<file path="config.mk">
export PLATFORM = sky130hd
export DESIGN_NAME = alu_result_buffer
export DESIGN_NICKNAME = d
export VERILOG_FILES = /design/src/rtl/alu_result_buffer.sv
export SDC_FILE = /design/constraint.sdc
export NUM_CORES = 1
export LEC_CHECK = 0
export ABC_CLOCK_PERIOD_IN_PS = 1500
export CORE_MARGIN = 2
export CORE_UTILIZATION = 43
export CTS_CLUSTER_DIAMETER = 80
export DETAILED_ROUTE_END_ITERATION = 8
export PLACE_DENSITY = 0.83
export SETUP_SLACK_MARGIN = 0.02
export SLEW_MARGIN = 10
export SYNTH_ARGS = -nofsm -noshare
export SYNTH_HDL_FRONTEND = slang
export SYNTH_SLANG_ARGS = --single-unit
</file>
<file path="constraint.sdc">
create_clock -name clk -period 1.5 [get_ports clk]
set_input_delay 0.15 -clock clk [delete_from_list [all_inputs] [get_ports clk]]
set_output_delay 0.15 -clock clk [all_outputs]
set_load 0.01 [all_outputs]
</file>
<file path="src/rtl/alu_result_buffer.sv">
// FIFO of subtractor results with derived flags (zero/neg/borrow/ovf); head entry held in a register.
// Optional sticky overflow indicator enabled by defining ALU_RESULT_STICKY_OVF_EN.
module alu_result_buffer #(
  parameter int DEPTH = 2
) (
  input  logic                     clk,
  input  logic                     rst,
  input  logic                     in_valid,
  output logic                     in_ready,
  input  logic [7:0]               in_op1,
  input  logic [7:0]               in_op2,
  input  logic [7:0]               in_ans,
  output logic                     out_valid,
  input  logic                     out_ready,
  output logic [7:0]               out_ans,
  output logic                     out_zero,
  output logic                     out_neg,
  output logic                     out_borrow,
  output logic                     out_ovf,
`ifdef ALU_RESULT_STICKY_OVF_EN
  input  logic                     sticky_clr,
  output logic                     sticky_ovf,
`endif
  output logic [$clog2(DEPTH):0]   count
);

  localparam int AW = $clog2(DEPTH);
  localparam logic [AW:0] FULL_CNT = (AW+1)'(DEPTH);

  typedef struct packed {
    logic       ovf;
    logic       borrow;
    logic       neg;
    logic       zero;
    logic [7:0] ans;
  } entry_t;

  entry_t          mem_q [DEPTH];
  entry_t          in_entry;
  entry_t          head_q, head_d;
  logic [AW-1:0]   wr_ptr_q, wr_ptr_d;
  logic [AW-1:0]   rd_ptr_q, rd_ptr_d;
  logic [AW-1:0]   rd_ptr_next;
  logic [AW:0]     count_q, count_d;
  logic            empty, full, push, pop;

  // Flags are derived once at capture time so the head register can drive outputs directly.
  always_comb begin
    in_entry.ans    = in_ans;
    in_entry.zero   = (in_ans == 8'h00);
    in_entry.neg    = in_ans[7];
    in_entry.borrow = (in_op1 < in_op2);
    in_entry.ovf    = (in_op1[7] != in_op2[7]) && (in_ans[7] != in_op1[7]);
  end

  assign empty     = (count_q == '0);
  assign full      = (count_q == FULL_CNT);
  assign in_ready  = !full;
  assign out_valid = !empty;
  assign push      = in_valid && !full;
  assign pop       = out_ready && !empty;

  // DEPTH is a power of two, so pointer overflow is exactly the DEPTH-1 -> 0 wrap.
  assign rd_ptr_next = rd_ptr_q + 1'b1;

  always_comb begin
    // NOTE: every always_comb output gets a default first so no path leaves it unassigned (no latch).
    wr_ptr_d = wr_ptr_q;
    rd_ptr_d = rd_ptr_q;
    count_d  = count_q;
    head_d   = head_q;

    if (push) wr_ptr_d = wr_ptr_q + 1'b1;
    if (pop)  rd_ptr_d = rd_ptr_next;

    unique case ({push, pop})
      2'b10:   count_d = count_q + 1'b1;
      2'b01:   count_d = count_q - 1'b1;
      default: count_d = count_q;
    endcase

    // Head register: next entry from storage, or bypass the incoming entry when it becomes the head.
    if (pop) begin
      if (|count_q[AW:1]) begin
        head_d = mem_q[rd_ptr_next];
      end else if (push) begin
        head_d = in_entry;
      end
    end else if (push && empty) begin
      head_d = in_entry;
    end
  end

  // NOTE: storage is deliberately not reset; pointers and count alone define which entries are live.
  always_ff @(posedge clk) begin
    if (push) mem_q[wr_ptr_q] <= in_entry;
  end

  // NOTE: sequential state uses non-blocking assignments so all registers update from pre-edge values.
  always_ff @(posedge clk) begin
    if (rst) begin
      wr_ptr_q <= '0;
      rd_ptr_q <= '0;
      count_q  <= '0;
      head_q   <= '0;
    end else begin
      wr_ptr_q <= wr_ptr_d;
      rd_ptr_q <= rd_ptr_d;
      count_q  <= count_d;
      head_q   <= head_d;
    end
  end

  assign out_ans    = head_q.ans;
  assign out_zero   = head_q.zero;
  assign out_neg    = head_q.neg;
  assign out_borrow = head_q.borrow;
  assign out_ovf    = head_q.ovf;
  assign count      = count_q;

`ifdef ALU_RESULT_STICKY_OVF_EN
  logic sticky_q, sticky_d;

  // An overflowing transfer on the same edge as a clear wins.
  always_comb begin
    sticky_d = sticky_q;
    if (sticky_clr)             sticky_d = 1'b0;
    if (push && in_entry.ovf)   sticky_d = 1'b1;
  end

  always_ff @(posedge clk) begin
    if (rst) sticky_q <= 1'b0;
    else     sticky_q <= sticky_d;
  end

  assign sticky_ovf = sticky_q;
`endif

endmodule

</file>
==> flow_metrics.py <==
metrics = {
    "cts": {
        "buffers_from_clock_root_to_sink_at_most": 2,
        "clock_tree.htree_level_count": 2,
        "clk_pin_slew_worst_paths_ns": 0.07,
        "clock_latency_ns": 0.29,
        "clock_tree_from_tritoncts": "yes",
        "tritoncts.num_buffers": 5,
        "clock-sinks": 37,
        "clk_root_buffer_cell": "sky130_fd_sc_hd__clkbuf_8",
    },
    "global_routing": {
        "total_global_routing_overflow": 0,
        "maximum_number_of_pins_on_one_net_before_global_route_repair": 22,
        "antenna_found_initial": 0,
        "first_pass_grt_wire_length_microns": 6450,
        "gr-usage-all-layers": 0.199,
        "grt_pass1_vias": 1379,
    },
    "logic_synthesis": {
        "yosys.area.top_type_share": 0.385,
        "post_synthesis_sequential_area_ratio": 0.560,
        "synthMostInstantiatedCell": "sky130_fd_sc_hd__edfxtp_1",
        "post_synth_num_cell_types": 35,
        "synth_nets": 185,
        "post_synth_instance_area_sq_um": 1720,
        "yosysTopAreaCell": "sky130_fd_sc_hd__edfxtp_1",
        "synth-edff-count": 22,
        "ys_async_sr_fraction": 0,
        "synth.cells.most_frequent": "sky130_fd_sc_hd__edfxtp_1, sky130_fd_sc_hd__nand2_1, sky130_fd_sc_hd__dfxtp_1",
        "postSynth.topFlopCell": "sky130_fd_sc_hd__edfxtp_1",
        "ys_ff_latch": 37,
        "yosys-top-cells-area": "sky130_fd_sc_hd__edfxtp_1, sky130_fd_sc_hd__dfxtp_1, sky130_fd_sc_hd__ha_1",
        "synth_warnings": 0,
        "synth_cells": 149,
        "syn-mean-instance-area_sq_um": 11.5,
    },
    "setup_path": {
        "critical_path_peak_fanout": 2,
        "timing.critical_path.arrival_ns": 1.62,
        "worst-setup-path-type": "input port to flip-flop",
        "cp_data_required_time_ns": 1.70,
        "timing.reg2reg.worst_path_depth": 6,
        "worst_setup_path_end_kind": "flip-flop",
        "worst_r2r_startpoint": "count[0]",
        "reg2reg_to": "count[1]",
        "timing.critical_path.from": "in_op1[4]",
        "cp-endpoint": "out_borrow",
        "worst-r2r-setup-slack_ns": 0.08,
        "start_kind": "input port",
    },
    "sta": {
        "fin_tns_setup_ns": 0,
        "layout_min_cycle_time_ns": 1.42,
        "timing.slew.headroom": 0.839,
        "worst_clock_skew_ns": 0.00679,
        "setup-violations-final": 0,
        "timing.final.max_slew_violations": 0,
        "grt_setup_unrepaired": "true",
        "worst_slew_pin_slew_ns": 0.241,
        "fmax_mhz": 702,
        "period_share": 0.949,
        "finalHoldViolCount": 0,
    },
    "floorplan": {
        "floorplan.initialDensity": 0.459,
        "core_area_sq_um": 3740,
        "num_rows": 22,
        "die_w_microns": 67.2,
        "floorplan.io_pins": 44,
        "die_height_microns": 67.2,
        "fp.dieArea_sq_um": 4510,
    },
    "route": {
        "routed_wire_length_per_instance_microns": 15.5,
        "top_signal_layer_used": "met4",
        "routed-wl-met3_microns": 223,
        "route.vias.total": 1393,
        "wirelength_met1_microns": 1700,
        "route.detailed.drc": 0,
        "drt_first_iter_violations": 58,
        "antenna_violating_nets_remaining": 0,
        "totalWireLength_microns": 4190,
        "drt-pass1-iter-count": 4,
        "route.met2.wl_microns": 2240,
        "route.detailed.vias_per_inst": 5.14,
    },
    "run_status": {
        "run_status": "complete, no violations",
    },
    "cells_and_area": {
        "final_core_util": 0.718,
        "syn2layout_area_growth_pct": 56.6,
        "nNetsFinal": 258,
        "antenna-diode-count": 0,
        "drive_gt1_frac": 0.300,
    },
    "power": {
        "fin_total_pwr_uw": 3880,
        "ir_worst_vdd_mv": 0.835,
        "p_per_area_nw_per_um2": 1440,
        "leakage_uw": 0.00110,
    },
    "run": {
        "drv.max_cap_violation_count": 0,
    },
    "hold_path": {
        "min_path_type": "input port to flip-flop",
    },
    "placed_design": {
        "replace_congestion": 0.737,
        "buffer_ports.inserted": 43,
        "dp_hpwl_microns": 2850,
    },
}
[cell families after synthesis]
kind of cell / count (synthesis) / synth area share
mux: 11 / 0.0649
fa+ha+maj: 8 / 0.0583
xor+xnor: 5 / 0.0255
simple gates: 38 / 0.108
compound gates: 32 / 0.132
buf+inv: 18 / 0.0518
flops: 37 / 0.560
[worst max-delay path, cell delays in order]
cell and delay, ns:
sky130_fd_sc_hd__clkdlybuf4s50_1 0.42, sky130_fd_sc_hd__ha_2 0.18, sky130_fd_sc_hd__a21o_1 0.18, sky130_fd_sc_hd__a221oi_4 0.28
sky130_fd_sc_hd__o21ai_2 0.10, sky130_fd_sc_hd__o41ai_2 0.30
[cells in the final DEF, fill, tap and decap left out, types with 5 or more instances in the layout]
master,netlist,routed
sky130_fd_sc_hd__dlymetal6s2s_1,0,11
sky130_fd_sc_hd__inv_1,10,7
sky130_fd_sc_hd__edfxtp_1,22,22
sky130_fd_sc_hd__buf_4,3,28
sky130_fd_sc_hd__mux2i_1,10,10
sky130_fd_sc_hd__dfxtp_1,15,13
sky130_fd_sc_hd__clkdlybuf4s50_1,0,30
sky130_fd_sc_hd__clkbuf_8,0,5
sky130_fd_sc_hd__a21oi_1,10,9
sky130_fd_sc_hd__nand2_1,21,20
sky130_fd_sc_hd__o211ai_1,9,9
[metrics by stage]
step / setup WS [ns] / instance area (sq um) / hold WS, ns / instances
after CTS: 0.0142 / 2560 / 0.458 / 268
after detailed placement: -0.502 / 2410 / 0.448 / 259
after global routing: 0.0106 / 2690 / 0.403 / 271
final: 0.0758 / 2690 / 0.391 / 271
after floorplan: 0.0315 / 1730 / 0.249 / 149
after global placement: -0.379 / 2410 / 0.442 / 259
[power by group]
group	internal (uW)	total, uW	switching [uW]
clock	491	837	346
combinational	867	1600	728
sequential	1320	1450	130
total	2680	3880	1200
[registers in the layout (all words and copies together) (netlist names)]
register / flops
wr_ptr_q: 1
out_borrow: 1
count: 2
mem_q: 22
out_zero: 1
out_ans: 7
out_ovf: 1
out_neg: 1
rd_ptr_q: 1
[per-layer routing]
metal | track usage | vias up
met2 | 0.361 | 41
met4 | 0.0587 | 0
met1 | 0.223 | 661
met3 | 0.0617 | 4
met5 | 0 | -
li1 | - | 687
[worst min-delay path by stage]
stage | startpoint | end | depth (start not counted)
finish | in_op1[7] | out_borrow | 5
CTS | out_ans[2] | out_ans[2] | 2
detailed placement | out_ans[2] | out_ans[2] | 2
global route | in_op1[7] | out_borrow | 5
floorplan | in_ans[0] | mem_q[0][0] | 0
global placement | out_ans[3] | out_ans[3] | 2
[layout make-up]
class / count / area [sq um]
Clock inverter: 2 / 33.8
Timing Repair Buffer: 74 / 726
Sequential cell: 37 / 968
Fill cell: 265 / 1050
Clock buffer: 6 / 72.6
Tap cell: 48 / 60.1
Inverter: 10 / 37.5
Multi-Input combinational cell: 94 / 791
[what timing repair did]
action	4_1_cts	5_1_grt
setup buffers	1	3
gates resized for setup	8	27
pin swaps	4	10
hold buffers	0	0
endpoints found under the setup margin	6	4
Note: power is estimated with default switching activity, not from simulation.
